===== src/rtl/vga_pkg.sv =====
// Raster timing constants and helpers shared by the VGA pixel-path blocks.
// Also holds the sprite reader's state encodings.
package vga_pkg;

  localparam int H_LAST      = 799;
  localparam int V_LAST      = 524;
  localparam int H_VISIBLE   = 640;
  localparam int V_VISIBLE   = 480;
  localparam int PIX_LATENCY = 3;

  localparam logic [7:0] TRANSPARENT = 8'h00;

  localparam logic [1:0] ST_IDLE = 2'd0;
  localparam logic [1:0] ST_WAIT = 2'd1;
  localparam logic [1:0] ST_DRAW = 2'd2;
  localparam logic [1:0] ST_DONE = 2'd3;

  // 11-bit compare so lo+len never wraps for any 10-bit position
  function automatic logic in_span(input logic [10:0] pos,
                                   input logic [10:0] lo,
                                   input logic [10:0] len);
    return (pos >= lo) && (pos < (lo + len));
  endfunction

endpackage


===== src/rtl/sprite_rom_reader.sv =====
// Sprite ROM read client: raster position -> ROM address -> realigned pixel + hit.
// Latency 3 cycles raster-to-pixel; no backpressure, follows the free-running pixel stream.
module sprite_rom_reader
  import vga_pkg::*;
#(
  parameter int SPR_W  = 31,
  parameter int SPR_H  = 27,
  parameter int ADDR_W = 10,
  parameter int DATA_W = 8
) (
  input  logic              i_clk2,
  input  logic              i_rst,
  input  logic [9:0]        i_xpos,
  input  logic [9:0]        i_ypos,
  input  logic              i_active,
  input  logic [9:0]        i_spr_x,
  input  logic [9:0]        i_spr_y,
  output logic [ADDR_W-1:0] o_romaddr,
  input  logic [DATA_W-1:0] i_romdata,
  output logic [DATA_W-1:0] o_pixel,
  output logic              o_pix_valid
);

  localparam int CNT_W = (SPR_H > 1) ? $clog2(SPR_H) : 1;

  logic [1:0]        state;
  logic [9:0]        r_x;
  logic [9:0]        r_y;
  logic [ADDR_W-1:0] row_base;
  logic [CNT_W-1:0]  row_cnt;
  logic              hit1;
  logic              hit2;

  logic              frame_end;
  logic              line_end;
  logic              in_x;
  logic              in_y;
  logic              hit0;
  logic              opaque;
  logic [10:0]       x_off;

  assign line_end  = (i_xpos == 10'(H_LAST));
  assign frame_end = line_end && (i_ypos == 10'(V_LAST));

  assign in_x   = in_span({1'b0, i_xpos}, {1'b0, r_x}, 11'(SPR_W));
  assign in_y   = in_span({1'b0, i_ypos}, {1'b0, r_y}, 11'(SPR_H));
  assign hit0   = in_x && in_y && i_active && (state != ST_IDLE);
  assign x_off  = {1'b0, i_xpos} - {1'b0, r_x};
  assign opaque = hit2 && (i_romdata != DATA_W'(TRANSPARENT));

  // Position is sampled only at the frame boundary so a sprite never tears mid-frame.
  always_ff @(posedge i_clk2) begin
    if (i_rst) begin
      state    <= ST_IDLE;
      r_x      <= '0;
      r_y      <= '0;
      row_base <= '0;
      row_cnt  <= '0;
    end else if (frame_end) begin
      state    <= ST_WAIT;
      r_x      <= i_spr_x;
      r_y      <= i_spr_y;
      row_base <= '0;
      row_cnt  <= '0;
    end else begin
      case (state)
        ST_WAIT: begin
          if (i_ypos == r_y) state <= ST_DRAW;
        end
        ST_DRAW: begin
          if (line_end) begin
            if (row_cnt == CNT_W'(SPR_H - 1)) begin
              state <= ST_DONE;
            end else begin
              row_base <= row_base + ADDR_W'(SPR_W);
              row_cnt  <= row_cnt + CNT_W'(1);
            end
          end
        end
        default: ;
      endcase
    end
  end

  // Address is only refreshed on a hit, so the ROM sees no toggling outside the sprite.
  always_ff @(posedge i_clk2) begin
    if (i_rst) begin
      hit1        <= 1'b0;
      hit2        <= 1'b0;
      o_romaddr   <= '0;
      o_pixel     <= '0;
      o_pix_valid <= 1'b0;
    end else begin
      hit1 <= hit0;
      hit2 <= hit1;
      if (hit0) o_romaddr <= row_base + ADDR_W'(x_off);
      o_pix_valid <= opaque;
      o_pixel     <= opaque ? i_romdata : '0;
    end
  end

endmodule

===== config.mk =====
export PLATFORM = sky130hd
export DESIGN_NAME = sprite_rom_reader
export DESIGN_NICKNAME = d
export VERILOG_FILES = /design/src/rtl/vga_pkg.sv /design/src/rtl/sprite_rom_reader.sv
export SDC_FILE = /design/constraint.sdc
export NUM_CORES = 1
export LEC_CHECK = 0
export ABC_AREA = 0
export CAP_MARGIN = 20
export CORE_UTILIZATION = 50
export CTS_BUF_LIST = sky130_fd_sc_hd__clkbuf_4
export DETAILED_ROUTE_END_ITERATION = 7
export HOLD_SLACK_MARGIN = 0.05
export PLACE_DENSITY = 0.8
export SETUP_SLACK_MARGIN = 0.5
export SYNTH_ARGS = -nofsm -noshare
export SYNTH_HDL_FRONTEND = slang
export SYNTH_SLANG_ARGS = --single-unit

===== constraint.sdc =====
create_clock -name i_clk2 -period 3.6 [get_ports i_clk2]
set_input_delay 0.54 -clock i_clk2 [delete_from_list [all_inputs] [get_ports i_clk2]]
set_output_delay 0.54 -clock i_clk2 [all_outputs]
set_load 0.01 [all_outputs]

==> impl_metrics.yaml, run 1 <==
cells_and_area:
  postLayoutCellArea_mm2: 0.00519
  nets: 656
  final_cell_count_no_fill: 648
  drive_above_1_share: 0.104
  area_growth_pct: 27.1
  nFillCells: 651
  antenna_cells: 0
timing:
  setup_viol: 0
  period_needed_ps: 3140
  worst_pin_slew_ps: 592
  whs_ps: 462
  timing.setup.tns_ps: 0
  maxSlewHeadroom: 0.603
  clock_skew_ps: 15.7
  report.final.slew_viol_count: 0
  period_share: 0.872
  hold_viol_final: 0
  max_freq_ghz: 0.319
  rsz0062_at_grt: "yes"
yosys:
  ys_ff_latch: 58
  synth_warnings: 0
  syn_area_per_cell_um2: 8.90
  syn_area_mm2: 0.00409
  synth_nets: 574
  async_flop_share: 0
  synth_edf_count: 0
  synth-seq-area-share: 0.284
  synth-main-ff-cell: "dfxtp_1"
  ys_types: 53
  syn-instance-count: 459
floorplanning:
  core_mm2: 0.00781
  die_w_um: 92.4
  rows: 32
  die_y_um: 92.4
  die-area_mm2: 0.00854
  io_pins: 70
  start_util: 0.523
power_and_ir_drop:
  p_int_mw: 1.04
  switchingPower_uw: 378
  power_frac_seq: 0.451
  peakVddDrop_mv: 0.194
  swShare: 0.266
  p_leak_nw: 2.09
  p_per_area_mw_per_mm2: 273
  power_frac_clock: 0.393
  pwr-share-comb: 0.156
detailed_routing:
  wl_per_cell_um: 14.4
  wirelength_mm: 9.35
  vias_per_cell: 5.46
  dr.pass1.iters: 4
  drt_iter0_drc: 133
  antenna_left: 0
  drc_errors: 0
  vias: 3537
grt:
  track_usage: 0.233
  grt_max_degree: 33
  grt_overflow: 0
  grt_pass1_vias: 3464
  grt_pass1_wl_mm: 15.9
  antenna_found_initial: 0
job:
  maxCapViolCount: 0
critical_path:
  crit_fanout: 7
  cp-startpoint: "r_x[1]"
  end_kind: "flip-flop"
  r2r_start: "r_x[1]"
  critPathRequiredTime_ps: 3940
  arrival_ps: 3480
  start_kind: "flip-flop"
  criticalPathCategory: "flip-flop to flip-flop"
clocking:
  cts_tree: "done"
  clk_pin_slew_ps: 110
  clock_path_buffers: 2
  cts.sinks: 58
  worstSkewPairLatency_ps: 410
  cts_inserted_buffers: 9
  htree_levels: 3
  clockRootBuffer: "clkbuf_4"
  cts.hold.buffers_added: 0
place:
  place_area_mm2: 0.00489
  place_congestion: 0.901
  dp.cells: 624
  hpwl_mm: 7.47
  io_buffers: 69
min_path:
  min_from: "hit1"
  hold_path.class: "flip-flop to flip-flop"
status:
  status: "finished clean"
-- metrics by stage --
step                       util  worst slack [ps]  power, mW
after CTS                 0.661               498       1.43
after detailed placement  0.627              25.8      0.870
after global placement    0.627              66.6      0.864
after floorplan               -               517      0.772
after global routing      0.665               381       1.49
final                     0.665               462       1.42
-- logic make-up after synthesis --
group / Yosys count / share of synthesized area
compound gates: 76 / 0.133
xor+xnor: 35 / 0.0750
fa+ha+maj: 64 / 0.213
buf+inv: 68 / 0.0655
flops: 58 / 0.284
mux: 22 / 0.0539
simple gates: 136 / 0.176
-- registers in the layout, summed over array words and instances, names as in the netlist --
signal / cells
o_romaddr: 10
o_pix_valid: 1
o_pixel: 8
hit2: 1
r_x: 10
r_y: 10
row_base: 10
state: 2
hit1: 1
row_cnt: 5
-- final cells by class --
class,count,area [um2],share of cell area
tap,102,128,0.0246
timing repair buffer,83,800,0.154
multi-input combinational,333,2720,0.523
inverter,56,213,0.0410
sequential,58,1170,0.225
clock inverter,7,101,0.0195
clock buffer,9,67.6,0.0130
-- final timing paths --
path                                endpoint  slack, ps  cells after the start
worst max-delay path            o_romaddr[6]        460                     13
worst min-delay path                    hit2        460                      1
worst max register to register  o_romaddr[6]        460                     13
worst min register to register          hit2        460                      1
-- worst max-delay path, cell delays in order (launching register included) --
cell and delay (ps):
dfxtp_2 340, inv_2 80, ha_4 140, or4b_4 490, nand2_4 80, xnor2_2 60, ha_1 310, and3_4 190
a221o_1 290, a31oi_1 200, o21ai_2 140, a311o_4 410, nor2_8 160, mux2i_1 190
-- power by group through the flow --
stage | Clock (mW) | Combinational [mW] | Sequential [mW]
floorplan | 0 | 0.116 | 0.656
global placement | 0 | 0.208 | 0.656
detailed placement | 0 | 0.214 | 0.656
CTS | 0.570 | 0.219 | 0.641
global route | 0.607 | 0.246 | 0.641
finish | 0.558 | 0.221 | 0.641
-- metal layers --
layer	share of wire	vias up	global-route usage
li1	-	1758	-
met1	0.45	1656	0.295
met2	0.48	104	0.390
met3	0.054	19	0.0419
met4	0.025	0	0.0990
met5	0	-	0
-- what timing repair did --
item                       in CTS  in global routing
setup endpoints to repair      11                 10
pin swaps                       8                  5
gates resized for setup        12                  8
gates cloned                    0                  0
setup buffers                   8                  0
-- placed cells by master, fill, tap and decap left out, types with 2 or more instances in the layout --
cell and n:
a211oi_1 4, a211oi_2 4, a21o_1 9, a21oi_1 23, a221oi_1 2, and2_1 9
and3_1 5, and4_1 2, buf_4 13, bufinv_16 2, clkbuf_4 9, clkdlybuf4s50_1 69
clkinvlp_4 2, dfxtp_1 56, fa_1 9, ha_1 54, inv_1 54, inv_6 2
mux2i_1 22, nand2_1 17, nand2b_1 4, nand3_1 13, nand4_1 10, nor2_1 46
nor2b_1 3, nor3_1 8, nor4_1 2, nor4bb_1 2, o211a_1 2, o211ai_1 2
o21a_1 2, o21ai_0 13, o21ai_2 2, or2_2 2, xnor2_1 27, xor2_1 7
-- Yosys cell counts, types with 2 or more instances --
cell	n	area share
a211oi_1	5	0.0092
a211oi_2	3	0.0092
a21o_1	9	0.017
a21oi_1	24	0.029
a221oi_1	2	0.0043
and2_1	9	0.014
and3_1	6	0.0092
and4_1	2	0.0043
buf_2	2	0.0025
buf_4	2	0.0037
clkbuf_1	6	0.0055
clkbuf_2	2	0.0025
dfxtp_1	58	0.28
fa_1	9	0.044
ha_1	55	0.17
inv_1	56	0.051
mux2i_1	22	0.054
nand2_1	18	0.017
nand2b_1	4	0.0061
nand3_1	14	0.017
nand4_1	10	0.015
nor2_1	46	0.042
nor2b_1	3	0.0046
nor3_1	9	0.011
nor4_1	2	0.0031
nor4bb_1	2	0.0049
o211a_1	2	0.0049
o211ai_1	2	0.0037
o21a_1	2	0.0037
o21ai_0	15	0.018
or2_2	2	0.0031
or4b_1	2	0.0049
xnor2_1	28	0.060
xor2_1	7	0.015
Note: power is estimated with default switching activity, not from simulation.
==> inputs of run 2 (changes only) <==
--- a/config.mk
+++ b/config.mk
@@ -18 +18,2 @@
 export SYNTH_SLANG_ARGS = --single-unit
+export TNS_END_PERCENT = 20
==> constraint.sdc (replaced) <==
create_clock -name i_clk2 -period 3.6 [get_ports i_clk2]
set_input_delay 0.72 -clock i_clk2 [delete_from_list [all_inputs] [get_ports i_clk2]]
set_output_delay 0.72 -clock i_clk2 [all_outputs]
set_load 0.01 [all_outputs]
==> run 2 against run 1 <==
Net effect:
- sequential share of layout area decreased by 0.39 points
- via count grew 1.6%
- worst setup slack improved by 14 ps
- non-clock buffer count grew 9
- worst hold slack got worse by 7.5 ps
- critical path type unchanged
- first-iteration DRC count unchanged
- cell count increased by 1.5%
==> impl_metrics.yaml, run 2 (synthesis results as in run 1) <==
timing:
  period_share: 0.868
  max_freq_ghz: 0.320
  worst_pin_slew_ps: 589
  hold_viol_final: 0
  setup_viol: 0
  rsz0062_at_grt: "yes"
  timing.final.ws_setup_ps: 476
  maxSlewHeadroom: 0.605
  report.final.slew_viol_count: 0
  period_needed_ps: 3120
  clock_skew_ps: 15.9
floorplanning:
  rows: 32
  die_w_um: 92.4
  io_pins: 70
  die_y_um: 92.4
  start_util: 0.523
  die-area_mm2: 0.00854
  core_mm2: 0.00781
place:
  place_area_mm2: 0.00495
  place_congestion: 0.900
  pre_cts_slack_ps: -30.5
  io_buffers: 69
  hpwl_mm: 7.89
clocking:
  clockRootBuffer: "clkbuf_4"
  htree_levels: 3
  cts_inserted_buffers: 9
  worstSkewPairLatency_ps: 420
  clock_path_buffers: 2
  cts.sinks: 58
  cts_tree: "done"
  clk_pin_slew_ps: 110
cells_and_area:
  nFillCells: 634
  final_cell_mix: "clkdlybuf4s50_1, dfxtp_1, inv_1, ha_1, nor2_1"
  nets: 665
  postLayoutCellArea_mm2: 0.00528
  layout_commonest_cell: "clkdlybuf4s50_1"
  drive_above_1_share: 0.114
  area_growth_pct: 29.2
job:
  maxCapViolCount: 0
detailed_routing:
  dr.pass1.iters: 4
  drc_errors: 0
  antenna_left: 0
  wl_per_cell_um: 15.2
  drt_iter0_drc: 133
  vias: 3592
  vias_per_cell: 5.46
  wirelength_mm: 10.0
critical_path:
  arrival_ps: 3470
  critPathRequiredTime_ps: 3950
  crit_fanout: 7
  start_kind: "flip-flop"
  criticalPathCategory: "flip-flop to flip-flop"
  end_kind: "flip-flop"
grt:
  grt_overflow: 0
  grt_max_degree: 27
  antenna_found_initial: 0
  grt_pass1_vias: 3617
  track_usage: 0.246
  grt_pass1_wl_mm: 16.4
power_and_ir_drop:
  peakVddDrop_mv: 0.214
  finalPower_mw: 1.50
  p_leak_nw: 2.12
  p_per_area_mw_per_mm2: 285
status:
  status: "finished clean"
min_path:
  hold_path.class: "flip-flop to flip-flop"
## run 2: final timing paths
path              slack [ps]           end   start  cells after the start
setup / recovery         480  o_romaddr[9]  r_x[1]                     13
hold / removal           450          hit2    hit1                      1
setup reg to reg         480  o_romaddr[9]  r_x[1]                     13
hold reg to reg          450          hit2    hit1                      1
## run 2: layout make-up
class                      count  area, um2  area share
clock buffer                   9       67.6      0.0128
timing repair buffer          92        875       0.166
sequential                    58       1160       0.221
multi-input combinational    333       2700       0.512
clock inverter                 7        125      0.0237
tap                          102        128      0.0242
antenna                        1       2.50    0.000474
inverter                      56        213      0.0403
## run 2: report_power, final
part           internal (mW)  switching (mW)  total [mW]  leakage [nW]
clock                  0.357           0.273       0.630         0.101
combinational          0.122           0.109       0.232          1.55
sequential             0.641     0.000000402       0.641         0.468
## run 2: worst max-delay path, stage by stage, from the launching register on
cell,delay [ps]
dfxtp_4,370
inv_4,60
ha_4,120
or4b_4,470
nand2_2,80
xnor2_1,70
ha_1,310
and3_4,160
a221o_1,330
a31oi_2,190
o21ai_2,130
a311o_4,400
nor2_8,160
mux2i_1,190
## run 2: metrics by stage
step           setup TNS, ps  hold WS (ps)  instances   util
2_1_floorplan              0           414        459      -
3_3_place_gp           -13.7           419        630  0.634
3_5_place_dp           -30.5           426        630  0.634
4_1_cts                    0           458        656  0.674
5_1_grt                    0           488        657  0.676
6_report                   0           454        658  0.676
## run 2: metal layers
layer,global-route usage,share of wire,vias to the layer above
li1,-,-,1771
met3,0.0501,0.044,24
met1,0.290,0.44,1691
met2,0.433,0.49,106
met4,0.102,0.027,0
met5,0,0,-
## run 2: what timing repair did
action / in CTS / in global routing
setup endpoints to repair: 11 / 11
setup buffers: 10 / 1
pin swaps: 13 / 0
hold endpoints to repair: 0 / 0
gates resized for setup: 15 / 1
hold buffers: 0 / 0
==> inputs of run 3 (changes only) <==
Settings changed: ABC_CLOCK_PERIOD_IN_PS set to 3600.
==> results of run 3 <==
No change in the layout: final DEF, timing and power equal those of run 2.
